## src/rtl/rv_timer_if.sv

```systemverilog
// rv_timer_if: rv_core data-bus slice seen by the timer peripheral.
//   adr  byte offset inside the 32B window (adr[4:2] picks the register)
//   cs   window select       rdy  bus ready (accesses only count when 1)
//   we   byte write enables  re   read enable
//   dw   write data          dr   registered read data, 0 when not selected
interface rv_timer_if;
   logic [4:0]  adr;
   logic        cs;
   logic        rdy;
   logic [3:0]  we;
   logic        re;
   logic [31:0] dw;
   logic [31:0] dr;

   modport master (output adr, cs, rdy, we, re, dw, input dr);
   modport slave  (input adr, cs, rdy, we, re, dw, output dr);
endinterface

```

## src/rtl/rv_timer.sv

```systemverilog
// rv_timer: bus-mapped timer/capture peripheral (window ffff00a0, 32B).
//   Prescaled up-counter with compare match (optional auto-reload), overflow
//   flag and synchronised external-edge capture; level interrupt request.
// Ports:
//   clk     core clock
//   reset   synchronous, active-high
//   bus     rv_timer_if slave (adr/cs/rdy/we/re/dw in, dr out)
//   cap_in  asynchronous capture input
//   irq     registered level interrupt
// Registers: 00 CTRL{CEDGE,CIE,OIE,MIE,AUTO,EN} 04 PRESCALE 08 COUNT
//            0C COMPARE 10 STATUS{CAP,OVF,MATCH} W1C 14 CAPTURE RO
module rv_timer #(
   parameter int unsigned PRE_W = 16,
   parameter int unsigned CNT_W = 32
) (
   input  logic      clk,
   input  logic      reset,
   rv_timer_if.slave bus,
   input  logic      cap_in,
   output logic      irq
);

   typedef enum logic [2:0] {
      R_CTRL    = 3'd0,
      R_PRE     = 3'd1,
      R_COUNT   = 3'd2,
      R_COMPARE = 3'd3,
      R_STATUS  = 3'd4,
      R_CAPTURE = 3'd5,
      R_RSV6    = 3'd6,
      R_RSV7    = 3'd7
   } reg_sel_e;

   logic [5:0]       ctrl;
   logic [PRE_W-1:0] prescale;
   logic [PRE_W-1:0] pcnt;
   logic [CNT_W-1:0] count;
   logic [CNT_W-1:0] compare;
   logic [CNT_W-1:0] capture;
   logic [2:0]       status;
   logic             sync1, sync2, sync3;

   reg_sel_e         sel;
   logic             acc, wr;
   logic [31:0]      wmask, rdata;
   logic             count_wr, tick, at_match, reload;
   logic             match_hit, ovf_hit, cap_edge;
   logic [2:0]       clr;
   logic             unused_adr;

   assign sel        = reg_sel_e'(bus.adr[4:2]);
   assign unused_adr = ^bus.adr[1:0];
   assign acc        = bus.cs & bus.rdy;
   assign wr         = acc & (|bus.we);
   assign wmask      = {{8{bus.we[3]}}, {8{bus.we[2]}}, {8{bus.we[1]}}, {8{bus.we[0]}}};

   function automatic logic [31:0] merge(input logic [31:0] old, input logic [31:0] d,
                                         input logic [31:0] m);
      return (old & ~m) | (d & m);
   endfunction

   assign count_wr = wr & (sel == R_COUNT);
   assign tick     = ctrl[0] & (pcnt == prescale);
   assign at_match = (count == compare);
   assign reload   = at_match & ctrl[1];
   // A software COUNT write swallows the tick, so neither flag may fire then.
   assign match_hit = tick & ~count_wr & at_match;
   assign ovf_hit   = tick & ~count_wr & ~reload & (&count);
   // Edge detect between 2nd and 3rd synchroniser stages; CEDGE picks falling.
   assign cap_edge  = ctrl[5] ? (sync3 & ~sync2) : (sync2 & ~sync3);
   assign clr       = (wr & (sel == R_STATUS) & bus.we[0]) ? bus.dw[2:0] : '0;

   always_comb begin
      rdata = '0;
      case (sel)
         R_CTRL:    rdata = 32'(ctrl);
         R_PRE:     rdata = 32'(prescale);
         R_COUNT:   rdata = 32'(count);
         R_COMPARE: rdata = 32'(compare);
         R_STATUS:  rdata = 32'(status);
         R_CAPTURE: rdata = 32'(capture);
         default:   rdata = '0;
      endcase
   end

   always_ff @(posedge clk) begin
      if (reset) begin
         ctrl     <= '0;
         prescale <= '0;
         pcnt     <= '0;
         count    <= '0;
         compare  <= '0;
         capture  <= '0;
         status   <= '0;
         sync1    <= 1'b0;
         sync2    <= 1'b0;
         sync3    <= 1'b0;
         irq      <= 1'b0;
         bus.dr   <= '0;
      end else begin
         sync1 <= cap_in;
         sync2 <= sync1;
         sync3 <= sync2;

         if (wr & (sel == R_CTRL))
            ctrl <= 6'(merge(32'(ctrl), bus.dw, wmask));
         if (wr & (sel == R_PRE))
            prescale <= PRE_W'(merge(32'(prescale), bus.dw, wmask));
         if (wr & (sel == R_COMPARE))
            compare <= CNT_W'(merge(32'(compare), bus.dw, wmask));

         // Prescaler restarts on any CTRL/PRESCALE write so the new period starts cleanly.
         if ((wr & ((sel == R_CTRL) | (sel == R_PRE))) | ~ctrl[0] | tick)
            pcnt <= '0;
         else
            pcnt <= pcnt + PRE_W'(1);

         if (count_wr)
            count <= CNT_W'(merge(32'(count), bus.dw, wmask));
         else if (tick)
            count <= reload ? '0 : count + CNT_W'(1);

         if (cap_edge)
            capture <= count;

         // Hardware set dominates a same-cycle W1C.
         status <= (status & ~clr) | {cap_edge, ovf_hit, match_hit};
         irq    <= |(status & ctrl[4:2]);
         bus.dr <= (acc & bus.re) ? rdata : '0;
      end
   end

endmodule

```

## src/flat_wrapper.sv

```systemverilog
// flat-port wrapper written by rule: the top's interface ports become plain ports
module rv_timer_flat 
#(
   parameter int unsigned PRE_W = 16,
   parameter int unsigned CNT_W = 32
)
  (clk, reset, cap_in, irq, bus_adr, bus_cs, bus_rdy, bus_we, bus_re, bus_dw, bus_dr);
  rv_timer_if bus_i ();
  input  logic clk;
  input  logic reset;
  input  logic cap_in;
  output logic irq;
  input wire logic [$bits(bus_i.adr)-1:0] bus_adr;
  input wire logic [$bits(bus_i.cs)-1:0] bus_cs;
  input wire logic [$bits(bus_i.rdy)-1:0] bus_rdy;
  input wire logic [$bits(bus_i.we)-1:0] bus_we;
  input wire logic [$bits(bus_i.re)-1:0] bus_re;
  input wire logic [$bits(bus_i.dw)-1:0] bus_dw;
  output wire logic [$bits(bus_i.dr)-1:0] bus_dr;
  assign bus_i.adr = bus_adr;
  assign bus_i.cs = bus_cs;
  assign bus_i.rdy = bus_rdy;
  assign bus_i.we = bus_we;
  assign bus_i.re = bus_re;
  assign bus_i.dw = bus_dw;
  assign bus_dr = bus_i.dr;
  rv_timer #(.PRE_W(PRE_W), .CNT_W(CNT_W)) u_core (.clk(clk), .reset(reset), .bus(bus_i), .cap_in(cap_in), .irq(irq));
endmodule
```

## config.mk

```make
export PLATFORM = sky130hd
export DESIGN_NAME = rv_timer_flat
export DESIGN_NICKNAME = d
export VERILOG_FILES = /design/src/rtl/rv_timer_if.sv /design/src/rtl/rv_timer.sv /design/src/flat_wrapper.sv
export SDC_FILE = /design/constraint.sdc
export NUM_CORES = 1
export LEC_CHECK = 0
export ABC_AREA = 1
export CAP_MARGIN = 0
export CORE_ASPECT_RATIO = 1.5
export CORE_MARGIN = 2
export CORE_UTILIZATION = 60
export CTS_BUF_LIST = sky130_fd_sc_hd__clkbuf_2 sky130_fd_sc_hd__clkbuf_4 sky130_fd_sc_hd__clkbuf_8
export DETAILED_ROUTE_END_ITERATION = 7
export PLACE_DENSITY_LB_ADDON = 0.08
export SLEW_MARGIN = 0
export SYNTH_ARGS = -nofsm -noshare
export SYNTH_HDL_FRONTEND = slang
export SYNTH_SLANG_ARGS = --single-unit
```

## constraint.sdc

```tcl
create_clock -name clk -period 4.6 [get_ports clk]
set_clock_uncertainty 0.1 [all_clocks]
set_input_delay 0.92 -clock clk [delete_from_list [all_inputs] [get_ports clk]]
set_output_delay 0.92 -clock clk [all_outputs]
set_load 0.02 [all_outputs]
```

==> reports/metrics.cfg <==
[floorplan]
io-pin-count=80
die_y_um=151
coreArea_sq_um=14100
initial_core_util_pct=61.4
die_w_um=102
rows=53
dieArea_sq_um=15400

[yosys]
syn_avg_cell_area_sq_um=6.93
synthTopCellsByArea=dfxtp_1 40%, nand2_1 11%, a21oi_1 7.4%, o21ai_0 7.2%, inv_1 6.2%
seq_area_frac_synth_pct=40.1
synth_commonest_cells=245 x nand2_1, 173 x dfxtp_1, 143 x inv_1
syn_nets=1295
post-synth-top-area-cell=dfxtp_1
yosys_warnings=0
synth.most_common_cell=nand2_1
synthArstFlopShare_pct=0
synth_cell_types=41
syn_inst=1246
synth_ff_type=dfxtp_1
ys_ff_latch=173
yosysTopAreaCellShare_pct=40.1
synth_area_sq_um=8640
synth_edf_count=0

[clocking]
clock_path_buffers=2
tritoncts=yes
cts_sinks=173
clk_pin_slew_worst_paths_ns=0.09
cts_setup_buffers=0
clock-root-buffer=clkbuf_8
clk_latency_ns=0.48
hold_buffers=0
cts_resized=0
h-tree-depth=4
numCtsBuffers=17

[power_and_ir_drop]
seqPwrFrac_pct=54.9
p_int_mw=2.05
p_per_area_nw_per_um2=286
p_comb_share_pct=7.8
p_sw_share_pct=27.3
ir_worst_vdd_v=0.000191
p_leak_nw=3.85
p_clk_share_pct=37.3
power_switching_mw=0.771

[drt]
routed_wl_mm=25.9
viasPerCell=5.74
wl_per_cell_um=17.2
drc=0
antenna_left=0
drt_pass1_iterations=7
first_iter_violations=665
vias=8643

[global_routing]
antenna_found_initial=0
gr-total-overflow=0
grt_pass1_vias=7865
grt_pass1_wl_mm=39.9
grt_usage_pct=34.1
grt_max_degree=111

[layout]
syn2layout_area_growth_pct=14.5
final_util_pct=70.3
fin_nets=1350
antennaDiodeCount=0
final-seq-area_sq_um=3460
fillCellCount=1248
fin_cells=1506
drive_gt1_share_pct=6.16
multiInputGateArea_sq_um=4340

[worst_setup_path]
cp_common_cell=inv_1
worstPathArrival_ns=3.54
slowest_delay_ns=0.48
required_ns=4.88
slowest_stage=clkdlybuf4s50_1
cp-start-kind=input port
path_max_fanout=24
crit_path_cell_trace=clkdlybuf4s50_1 > inv_1 > nand2_2 > nor2_4 > nand3_4 > nand4_4 > nand2_1 > o21ai_0 > inv_1 > nand2_1 > inv_1
critPathCaptureType=flip-flop
critPathKind=input port to flip-flop

[placed_design]
dp_hpwl_mm=18.7
portBuffers=77
dp_cells=1474
gp_congestion=0.963

[sta]
max-slew-margin-rel_pct=34.6
fin_crit_sh_pct=70.8
finalSetupViolCount=0
fin_crit_ns=3.26
tns_ns=0
holdWs_ns=0.309
hold_viol_final=0
drv_slew=0
worst_pin_slew_ns=0.980
max_freq_mhz=307
rsz0062_at_grt=false

[run_status]
status=finished clean

[worst_hold_path]
hp-class=flip-flop to flip-flop

[job]
cap_violations=0

power groups by stage:
stage | Clock (mW) | Combinational [mW] | Sequential, mW
floorplan | 0 | 0.126 | 1.57
global placement | 0 | 0.212 | 1.58
detailed placement | 0 | 0.216 | 1.58
CTS | 1.06 | 0.217 | 1.55
global route | 1.13 | 0.240 | 1.55
finish | 1.05 | 0.221 | 1.55
placed cells by master (no fill, tap or decap), types with 17 or more instances in the layout:
cell | netlist | final
clkdlybuf4s50_1 | 0 | 77
dfxtp_1 | 173 | 173
o21ai_0 | 125 | 125
nand4_1 | 24 | 24
xnor2_1 | 25 | 25
a21oi_1 | 127 | 127
nor3_1 | 22 | 22
nor2_1 | 131 | 131
nand3_1 | 60 | 60
inv_1 | 143 | 142
nand2_1 | 245 | 245
clkbuf_8 | 0 | 17
layout make-up:
class | instances | area share, %
multi-input cells | 864 | 43.9
clock buffers | 17 | 2.37
repair buffers | 90 | 8.78
inverters | 155 | 5.90
clock inverters | 15 | 1.59
well taps | 192 | 2.43
flip-flops and latches | 173 | 35.0
per-stage QoR:
step,area (sq um),total power [mW],setup WS [ns]
detailed placement,9500,1.80,0.888
global placement,9500,1.79,0.888
floorplan,8640,1.70,2.29
finish,9890,2.82,1.34
global route,9890,2.92,1.18
CTS,9890,2.83,1.39
per-layer routing:
metal  global-route usage (%)  vias to the layer above  wire length (um)
met1                     39.1                     3956              9960
met3                     5.49                       88              1530
met2                     59.4                      390             13000
met4                     19.1                        0              1400
met5                        0                        -                 0
li1                         -                     4209                 -
logic make-up (layout without fill, tap and decap cells):
group | Yosys count | in the layout | synth area share [%]
flops | 173 | 173 | 40.1
compound gates | 306 | 306 | 19.3
buf+inv | 209 | 277 | 9.63
xor+xnor | 34 | 34 | 3.45
simple gates | 513 | 513 | 26.2
fa+ha+maj | 2 | 2 | 0.290
mux | 9 | 9 | 1.04
critical path, delay by kind of cell:
kind                   cells  cell delay, ns
buffers and inverters      4            0.71
AOI/OAI and AO/OA          1            0.24
and+or+nand+nor            6            1.64
worst paths after layout:
check / from / endpoint / slack (ns) / depth (start not counted)
setup / recovery: bus_adr[4] / flip-flop / 1.34 / 11
hold / removal: u_core.sync1 / u_core.sync2 / 0.31 / 2
setup reg to reg: flip-flop / flip-flop / 2.17 / 9
hold reg to reg: u_core.sync1 / u_core.sync2 / 0.31 / 2
No activity file was read; power rests on OpenSTA's default activity.
